## src/rtl/rob_multi_if.sv

```systemverilog
// Reorder-buffer port bundle: dispatch, completion, branch resolve,
// flush and retire signals between the core and rob_multi.
interface rob_multi_if #(
  parameter int DEPTH    = 32,
  parameter int WB_PORTS = 3,
  parameter int RETIRE_W = 2,
  parameter int PREG_W   = 7,
  parameter int PC_W     = 32
);
  localparam int TAG_W = $clog2(DEPTH);

  logic                       alloc_valid;
  logic [PREG_W-1:0]          alloc_pd_new;
  logic [PREG_W-1:0]          alloc_pd_old;
  logic                       alloc_has_dest;
  logic [PC_W-1:0]            alloc_pc;
  logic                       alloc_ready;
  logic [TAG_W-1:0]           alloc_tag;
  logic [WB_PORTS-1:0]        wb_valid;
  logic [WB_PORTS*TAG_W-1:0]  wb_tag;
  logic                       br_valid;
  logic [TAG_W-1:0]           br_tag;
  logic                       br_mispredict;
  logic                       flush_valid;
  logic [TAG_W-1:0]           flush_tag;
  logic [RETIRE_W-1:0]        retire_valid;
  logic [RETIRE_W-1:0]        retire_has_dest;
  logic [RETIRE_W*PREG_W-1:0] retire_pd_old;
  logic [RETIRE_W*PC_W-1:0]   retire_pc;
  logic [TAG_W-1:0]           head_tag;
  logic [TAG_W:0]             count;
  logic                       empty;
  logic                       full;

  modport master (
    output alloc_valid, alloc_pd_new, alloc_pd_old,
    output alloc_has_dest, alloc_pc,
    output wb_valid, wb_tag,
    output br_valid, br_tag, br_mispredict,
    input  alloc_ready, alloc_tag,
    input  flush_valid, flush_tag,
    input  retire_valid, retire_has_dest,
    input  retire_pd_old, retire_pc,
    input  head_tag, count, empty, full
  );

  modport slave (
    input  alloc_valid, alloc_pd_new, alloc_pd_old,
    input  alloc_has_dest, alloc_pc,
    input  wb_valid, wb_tag,
    input  br_valid, br_tag, br_mispredict,
    output alloc_ready, alloc_tag,
    output flush_valid, flush_tag,
    output retire_valid, retire_has_dest,
    output retire_pd_old, retire_pc,
    output head_tag, count, empty, full
  );
endinterface

```

## src/rtl/rob_multi.sv

```systemverilog
// Circular reorder buffer: multi-port completion, in-order multi-wide
// retire, and branch-mispredict squash of younger entries.
module rob_multi #(
  parameter int DEPTH    = 32,
  parameter int WB_PORTS = 3,
  parameter int RETIRE_W = 2,
  parameter int PREG_W   = 7,
  parameter int PC_W     = 32
) (
  input logic        clk,
  input logic        reset,
  rob_multi_if.slave rob
);
  localparam int TAG_W = $clog2(DEPTH);
  localparam int CNT_W = TAG_W + 1;

  typedef logic [TAG_W-1:0] tag_t;
  typedef logic [CNT_W-1:0] cnt_t;

  logic [DEPTH-1:0] valid_q, valid_d;
  logic [DEPTH-1:0] done_q, done_d;
  logic [DEPTH-1:0] has_dest_q;
  logic [DEPTH-1:0][PREG_W-1:0] pd_new_q;
  logic [DEPTH-1:0][PREG_W-1:0] pd_old_q;
  logic [DEPTH-1:0][PC_W-1:0] pc_q;

  tag_t head_q, head_d;
  tag_t tail_q, tail_d;
  cnt_t count_q, count_d;
  logic flush_q, flush_d;
  tag_t ftag_q, ftag_d;

  logic [RETIRE_W-1:0] rv_q, rv_d;
  logic [RETIRE_W-1:0] rhd_q, rhd_d;
  logic [RETIRE_W*PREG_W-1:0] rpd_q, rpd_d;
  logic [RETIRE_W*PC_W-1:0] rpc_q, rpc_d;

  logic full, alloc_ready, alloc_fire, br_hit;
  tag_t br_age;
  cnt_t nret;
  logic [DEPTH-1:0] ret_sel, squash, set_done;
  logic pd_new_unused;

  // pd_new is kept per entry for rename rollback; nothing reads it yet
  assign pd_new_unused = ^pd_new_q;

  assign full = count_q == cnt_t'(DEPTH);
  assign alloc_ready = !full && !flush_q;
  assign br_hit = rob.br_valid && rob.br_mispredict
                  && valid_q[rob.br_tag];
  assign alloc_fire = rob.alloc_valid && alloc_ready && !br_hit;
  assign br_age = rob.br_tag - head_q;

  always_comb begin
    tag_t idx;
    logic run;
    idx = '0;
    run = 1'b1;
    ret_sel = '0;
    nret = '0;
    rv_d = '0;
    rhd_d = '0;
    rpd_d = '0;
    rpc_d = '0;
    for (int k = 0; k < RETIRE_W; k++) begin
      idx = head_q + tag_t'(k);
      run = run && valid_q[idx] && done_q[idx];
      if (run) begin
        ret_sel[idx] = 1'b1;
        nret = nret + cnt_t'(1);
        rv_d[k] = 1'b1;
        rhd_d[k] = has_dest_q[idx];
        rpd_d[k*PREG_W +: PREG_W] = pd_old_q[idx];
        rpc_d[k*PC_W +: PC_W] = pc_q[idx];
      end
    end
  end

  always_comb begin
    tag_t age;
    age = '0;
    squash = '0;
    set_done = '0;
    valid_d = valid_q;
    done_d = done_q;
    for (int i = 0; i < DEPTH; i++) begin
      age = tag_t'(i) - head_q;
      squash[i] = br_hit && valid_q[i] && (age > br_age);
      set_done[i] = rob.br_valid && (rob.br_tag == tag_t'(i));
      for (int p = 0; p < WB_PORTS; p++) begin
        if (rob.wb_valid[p]
            && rob.wb_tag[p*TAG_W +: TAG_W] == tag_t'(i))
          set_done[i] = 1'b1;
      end
      if (ret_sel[i] || squash[i]) begin
        valid_d[i] = 1'b0;
        done_d[i] = 1'b0;
      end else if (alloc_fire && tail_q == tag_t'(i)) begin
        valid_d[i] = 1'b1;
        done_d[i] = 1'b0;
      end else if (valid_q[i] && set_done[i]) begin
        done_d[i] = 1'b1;
      end
    end
  end

  always_comb begin
    head_d = head_q + nret[TAG_W-1:0];
    tail_d = tail_q + tag_t'(alloc_fire);
    count_d = count_q + cnt_t'(alloc_fire) - nret;
    flush_d = 1'b0;
    ftag_d = '0;
    // survivors are head..br_tag, minus whatever retires this edge
    if (br_hit) begin
      tail_d = rob.br_tag + tag_t'(1);
      count_d = cnt_t'(br_age) + cnt_t'(1) - nret;
      flush_d = 1'b1;
      ftag_d = rob.br_tag;
    end
  end

  always_ff @(posedge clk) begin
    if (reset) begin
      valid_q <= '0;
      done_q <= '0;
      head_q <= '0;
      tail_q <= '0;
      count_q <= '0;
      flush_q <= 1'b0;
      ftag_q <= '0;
      rv_q <= '0;
      rhd_q <= '0;
      rpd_q <= '0;
      rpc_q <= '0;
    end else begin
      valid_q <= valid_d;
      done_q <= done_d;
      head_q <= head_d;
      tail_q <= tail_d;
      count_q <= count_d;
      flush_q <= flush_d;
      ftag_q <= ftag_d;
      rv_q <= rv_d;
      rhd_q <= rhd_d;
      rpd_q <= rpd_d;
      rpc_q <= rpc_d;
    end
  end

  always_ff @(posedge clk) begin
    if (alloc_fire) begin
      has_dest_q[tail_q] <= rob.alloc_has_dest;
      pd_new_q[tail_q] <= rob.alloc_pd_new;
      pd_old_q[tail_q] <= rob.alloc_pd_old;
      pc_q[tail_q] <= rob.alloc_pc;
    end
  end

  assign rob.alloc_ready = alloc_ready;
  assign rob.alloc_tag = tail_q;
  assign rob.flush_valid = flush_q;
  assign rob.flush_tag = ftag_q;
  assign rob.retire_valid = rv_q;
  assign rob.retire_has_dest = rhd_q;
  assign rob.retire_pd_old = rpd_q;
  assign rob.retire_pc = rpc_q;
  assign rob.head_tag = head_q;
  assign rob.count = count_q;
  assign rob.empty = count_q == '0;
  assign rob.full = full;
endmodule
```

## src/flat_wrapper.sv

```systemverilog
// flat-port wrapper written by rule: the top's interface ports become plain ports
module rob_multi_flat 
#(
  parameter int DEPTH    = 32,
  parameter int WB_PORTS = 3,
  parameter int RETIRE_W = 2,
  parameter int PREG_W   = 7,
  parameter int PC_W     = 32
)
  (clk, reset, rob_alloc_valid, rob_alloc_pd_new, rob_alloc_pd_old, rob_alloc_has_dest, rob_alloc_pc, rob_wb_valid, rob_wb_tag, rob_br_valid, rob_br_tag, rob_br_mispredict, rob_alloc_ready, rob_alloc_tag, rob_flush_valid, rob_flush_tag, rob_retire_valid, rob_retire_has_dest, rob_retire_pd_old, rob_retire_pc, rob_head_tag, rob_count, rob_empty, rob_full);
  rob_multi_if #(.DEPTH(DEPTH), .WB_PORTS(WB_PORTS), .RETIRE_W(RETIRE_W), .PREG_W(PREG_W), .PC_W(PC_W)) rob_i ();
  input logic clk;
  input logic reset;
  input wire logic [$bits(rob_i.alloc_valid)-1:0] rob_alloc_valid;
  input wire logic [$bits(rob_i.alloc_pd_new)-1:0] rob_alloc_pd_new;
  input wire logic [$bits(rob_i.alloc_pd_old)-1:0] rob_alloc_pd_old;
  input wire logic [$bits(rob_i.alloc_has_dest)-1:0] rob_alloc_has_dest;
  input wire logic [$bits(rob_i.alloc_pc)-1:0] rob_alloc_pc;
  input wire logic [$bits(rob_i.wb_valid)-1:0] rob_wb_valid;
  input wire logic [$bits(rob_i.wb_tag)-1:0] rob_wb_tag;
  input wire logic [$bits(rob_i.br_valid)-1:0] rob_br_valid;
  input wire logic [$bits(rob_i.br_tag)-1:0] rob_br_tag;
  input wire logic [$bits(rob_i.br_mispredict)-1:0] rob_br_mispredict;
  output wire logic [$bits(rob_i.alloc_ready)-1:0] rob_alloc_ready;
  output wire logic [$bits(rob_i.alloc_tag)-1:0] rob_alloc_tag;
  output wire logic [$bits(rob_i.flush_valid)-1:0] rob_flush_valid;
  output wire logic [$bits(rob_i.flush_tag)-1:0] rob_flush_tag;
  output wire logic [$bits(rob_i.retire_valid)-1:0] rob_retire_valid;
  output wire logic [$bits(rob_i.retire_has_dest)-1:0] rob_retire_has_dest;
  output wire logic [$bits(rob_i.retire_pd_old)-1:0] rob_retire_pd_old;
  output wire logic [$bits(rob_i.retire_pc)-1:0] rob_retire_pc;
  output wire logic [$bits(rob_i.head_tag)-1:0] rob_head_tag;
  output wire logic [$bits(rob_i.count)-1:0] rob_count;
  output wire logic [$bits(rob_i.empty)-1:0] rob_empty;
  output wire logic [$bits(rob_i.full)-1:0] rob_full;
  assign rob_i.alloc_valid = rob_alloc_valid;
  assign rob_i.alloc_pd_new = rob_alloc_pd_new;
  assign rob_i.alloc_pd_old = rob_alloc_pd_old;
  assign rob_i.alloc_has_dest = rob_alloc_has_dest;
  assign rob_i.alloc_pc = rob_alloc_pc;
  assign rob_i.wb_valid = rob_wb_valid;
  assign rob_i.wb_tag = rob_wb_tag;
  assign rob_i.br_valid = rob_br_valid;
  assign rob_i.br_tag = rob_br_tag;
  assign rob_i.br_mispredict = rob_br_mispredict;
  assign rob_alloc_ready = rob_i.alloc_ready;
  assign rob_alloc_tag = rob_i.alloc_tag;
  assign rob_flush_valid = rob_i.flush_valid;
  assign rob_flush_tag = rob_i.flush_tag;
  assign rob_retire_valid = rob_i.retire_valid;
  assign rob_retire_has_dest = rob_i.retire_has_dest;
  assign rob_retire_pd_old = rob_i.retire_pd_old;
  assign rob_retire_pc = rob_i.retire_pc;
  assign rob_head_tag = rob_i.head_tag;
  assign rob_count = rob_i.count;
  assign rob_empty = rob_i.empty;
  assign rob_full = rob_i.full;
  rob_multi #(.DEPTH(DEPTH), .WB_PORTS(WB_PORTS), .RETIRE_W(RETIRE_W), .PREG_W(PREG_W), .PC_W(PC_W)) u_core (.clk(clk), .reset(reset), .rob(rob_i));
endmodule
```

## config.mk

```make
export PLATFORM = sky130hd
export DESIGN_NAME = rob_multi_flat
export DESIGN_NICKNAME = d
export VERILOG_FILES = /design/src/rtl/rob_multi_if.sv /design/src/rtl/rob_multi.sv /design/src/flat_wrapper.sv
export SDC_FILE = /design/constraint.sdc
export NUM_CORES = 2
export LEC_CHECK = 0
export CAP_MARGIN = 20
export CORE_MARGIN = 2
export CORE_UTILIZATION = 60
export DETAILED_ROUTE_END_ITERATION = 7
export PLACE_DENSITY = 0.83
export SYNTH_ARGS = -nofsm -noshare
export SYNTH_HDL_FRONTEND = slang
export SYNTH_SLANG_ARGS = --single-unit
```

## constraint.sdc

```tcl
create_clock -name clk -period 20.1 [get_ports clk]
set_input_delay 3.015 -clock clk [delete_from_list [all_inputs] [get_ports clk]]
set_output_delay 3.015 -clock clk [all_outputs]
set_load 0.01 [all_outputs]
```

==> flow_summary_export.csv <==
group,metric,value,unit
grt,grt_overflow_total,0,
sta,max_slew_margin,12.9,%
worst_setup_path,r2r_end,"u_core.rob.count[5]",
logic_synthesis,synth_fp_nets,4021,
floorplan,num_io_pins,182,
floorplan,dieArea,118000,µm²
clock_tree,ctsLongestPathBuffers,3,
route,via_count,45100,
sta,finalCritPeriodShare,35.7,%
sta,fmax,140,MHz
route,viasPerCell,8.03,
worst_setup_path,r2r_slack,13.49,ns
route,drtIter0Drc,7923,
logic_synthesis,ys.flop_type,"edfxtp_1",
logic_synthesis,syn_area,69300,µm²
clock_tree,cts_made_buffers,148,
logic_synthesis,synth-simple-area-share,3.76,%
logic_synthesis,synth_xor_area_share,0.529,%
grt,track_usage,39.2,%
logic_synthesis,synth_compound_area_share,4.98,%
hold_path,min_from,"u_core.done_q[26]",
status,violations,"design-rule violations",
route,drc,1,
grt,first_global_vias,45100,
layout,drive_gt1_share,29.3,%
power,power,0.00777,W
layout,mostFrequentLayoutCells,"edfxtp_1 (1280), mux4_2 (789), nand2_1 (266), clkdlybuf4s50_1 (174), dfxtp_1 (163)",
sta,period_minus_slack,7.17,ns
worst_setup_path,critPathKind,"in2reg",
run,max_cap_violations,0,
floorplan,core,114000,µm²
sta,tns,0,ns
sta,rsz0062_at_grt,"false",
hold_path,worstHoldEndpoint,"u_core.done_q[26]",
logic_synthesis,syn_area_per_cell,18.1,µm²
worst_setup_path,cp.required,20.78,ns
status,status,"finished with violations",
route,wl_per_cell,40.8,µm
layout,mostFrequentLayoutCell,"edfxtp_1",
grt,antenna_found_initial,14,
logic_synthesis,synth_seq_cells,1448,
clock_tree,clk_pin_slew_worst_paths,0.06,ns
worst_setup_path,crit_arrival,7.84,ns
power,power.leakage,24.0,nW
grt,grt_max_degree,145,
logic_synthesis,synthMuxAreaShare,26.1,%
clock_tree,clkSinkCount,1448,
sta,drv_slew,0,
logic_synthesis,synth_fa_ha_area_share,2.16,%
placement,portBuffers,174,
clock_tree,post_cts_buffers,0,
floorplan,rows,124,
logic_synthesis,synth_top_family_by_area,"multiplexers",
power,peakVddDrop,0.0000984,V
logic_synthesis,synth-seq-area-share,60.4,%
logic_synthesis,synth_edf_count,1280,
clock_tree,cts_max_level,4,
power,cellPowerDensity,99.5,nW/µm²
grt,grt_first_pass_wirelength,324,mm
sta,clock_skew,0.0268,ns
clock_tree,cts_resized,0,
floorplan,dieHeight,344,µm
hold_path,hold_depth,2,
logic_synthesis,syn_inst,3829,
clock_tree,hold_buffers,0,
route,ant_nets,0,
route,routed_wl,229,mm
worst_setup_path,endpoint_kind,"flip-flop",
placement,place_hpwl,116,mm
sta,final_hold_viol_count,0,
floorplan,die_w,344,µm
clock_tree,cts-root-buf,"clkbuf_16",
logic_synthesis,synth_cell_types,75,
sta,setup-violations-final,0,
worst_setup_path,startpoint_type,"input pin",
layout,area_growth,12.8,%
route,first_pass_iters,8,
worst_setup_path,timing.rr.start,"u_core.rob.head_tag[1]",
logic_synthesis,ys_warn_count,0,
worst_setup_path,worstPathMaxFanout,31,
placement,gp_congestion,0.965,
clock_tree,clk_latency,0.79,ns
hold_path,hold_class,"reg2reg",
worst_setup_path,r2r.worst_path.cells,17,
logic_synthesis,synth-async-reset-ratio,0,%
sta,tightestPinTransition,1.30,ns
floorplan,start_util,60.6,%
layout,layout.nets,4164,
clock_tree,cts_tree,"built",
-- final cells by class --
class	count	area [µm²]
Tap cell	1512	1890
Multi-Input combinational cell	2042	26300
Inverter	63	250
Clock buffer	193	4200
Sequential cell	1448	41800
Fill cell	6688	36200
Antenna cell	9	22.5
Clock inverter	80	997
Timing Repair Buffer	269	2630
-- cell usage after synthesis, drive strengths merged, types with 62 or more instances --
cell | number | share of area, %
dfxtp | 168 | 4.9
ha | 113 | 2.0
buf | 151 | 1.1
edfxtp | 1280 | 56
o22ai | 71 | 0.65
inv | 62 | 0.34
a21oi | 127 | 0.97
nand3 | 67 | 0.48
clkbuf | 125 | 0.68
nand2 | 266 | 1.4
nor2 | 101 | 0.56
mux4 | 789 | 26
-- stage by stage --
| stage | std cells | setup slack (ns) | utilization [%] | hold slack, ns | cell area (µm²) |
|---|---|---|---|---|---|
| finish | 5616 | 12.93 | 68.3 | 0.524 | 78100 |
| global route | 5612 | 12.67 | 68.3 | 0.548 | 78100 |
| CTS | 5598 | 12.93 | 68.1 | 0.524 | 77900 |
| detailed placement | 5325 | 12.17 | 63.6 | 0.511 | 72700 |
| global placement | 5325 | 12.24 | 63.6 | 0.508 | 72700 |
| floorplan | 3829 | 11.21 | - | 0.485 | 69300 |
-- critical path: stages --
cell,delay [ns]
clkdlybuf4s50_1,0.89
inv_1,0.47
ha_1,0.28
inv_1,0.11
fa_1,0.41
a21o_1,0.19
a21oi_1,0.23
xnor2_2,0.19
buf_4,0.42
ha_1,0.35
or4_1,0.52
o2111ai_1,0.13
o211ai_1,0.27
a311oi_1,0.35
-- layer usage --
metal / vias to the layer above / GRT usage, % / wire length, µm
met4: 6 / 25.8 / 18100
li1: 16500 / - / -
met5: - / 0 / 34
met1: 22500 / 49.0 / 70800
met2: 4841 / 59.5 / 107000
met3: 1194 / 12.5 / 33500
-- power by group --
part | switching (W) | leakage [nW] | total, W | internal [W]
clock network | 0.00123 | 2.55 | 0.00298 | 0.00175
logic | 0.000733 | 8.52 | 0.00142 | 0.000687
registers | 0.0000438 | 12.9 | 0.00337 | 0.00333
total | 0.00200 | 24.0 | 0.00777 | 0.00577
-- worst max-delay path by stage --
stage               cells after the start  slack (ns)               endpoint          start
floorplan                               7       11.21  u_core.has_dest_q[28]  rob_br_tag[2]
global placement                       14       12.24     u_core.valid_q[15]  rob_br_tag[0]
detailed placement                     14       12.17     u_core.valid_q[15]  rob_br_tag[0]
CTS                                    14       12.93      u_core.done_q[15]  rob_br_tag[0]
global route                           14       12.67      u_core.done_q[15]  rob_br_tag[0]
finish                                 14       12.93     u_core.valid_q[15]  rob_br_tag[0]
-- state kept, by name, summed over array words and instances, names as in the netlist, 5 cells and up --
| signal | flops |
|---|---|
| u_core.rob.head_tag | 5 |
| u_core.rob.count | 6 |
| u_core.valid_q | 32 |
| u_core.rob.retire_pc | 64 |
| u_core.pd_old_q | 224 |
| u_core.rob.retire_pd_old | 14 |
| u_core.rob.flush_tag | 5 |
| u_core.pc_q | 1024 |
| u_core.done_q | 32 |
| u_core.rob.alloc_tag | 5 |
| u_core.has_dest_q | 32 |
-- kinds of logic after synthesis --
kind of cell,Yosys count
AO/OA/AOI/OAI,500
XOR/XNOR,41
adder cells (fa/ha/maj),117
buffers and inverters,339
flip-flops,1448
multiplexers,819
AND/OR/NAND/NOR,565
Power figures use the tool's default switching activity.
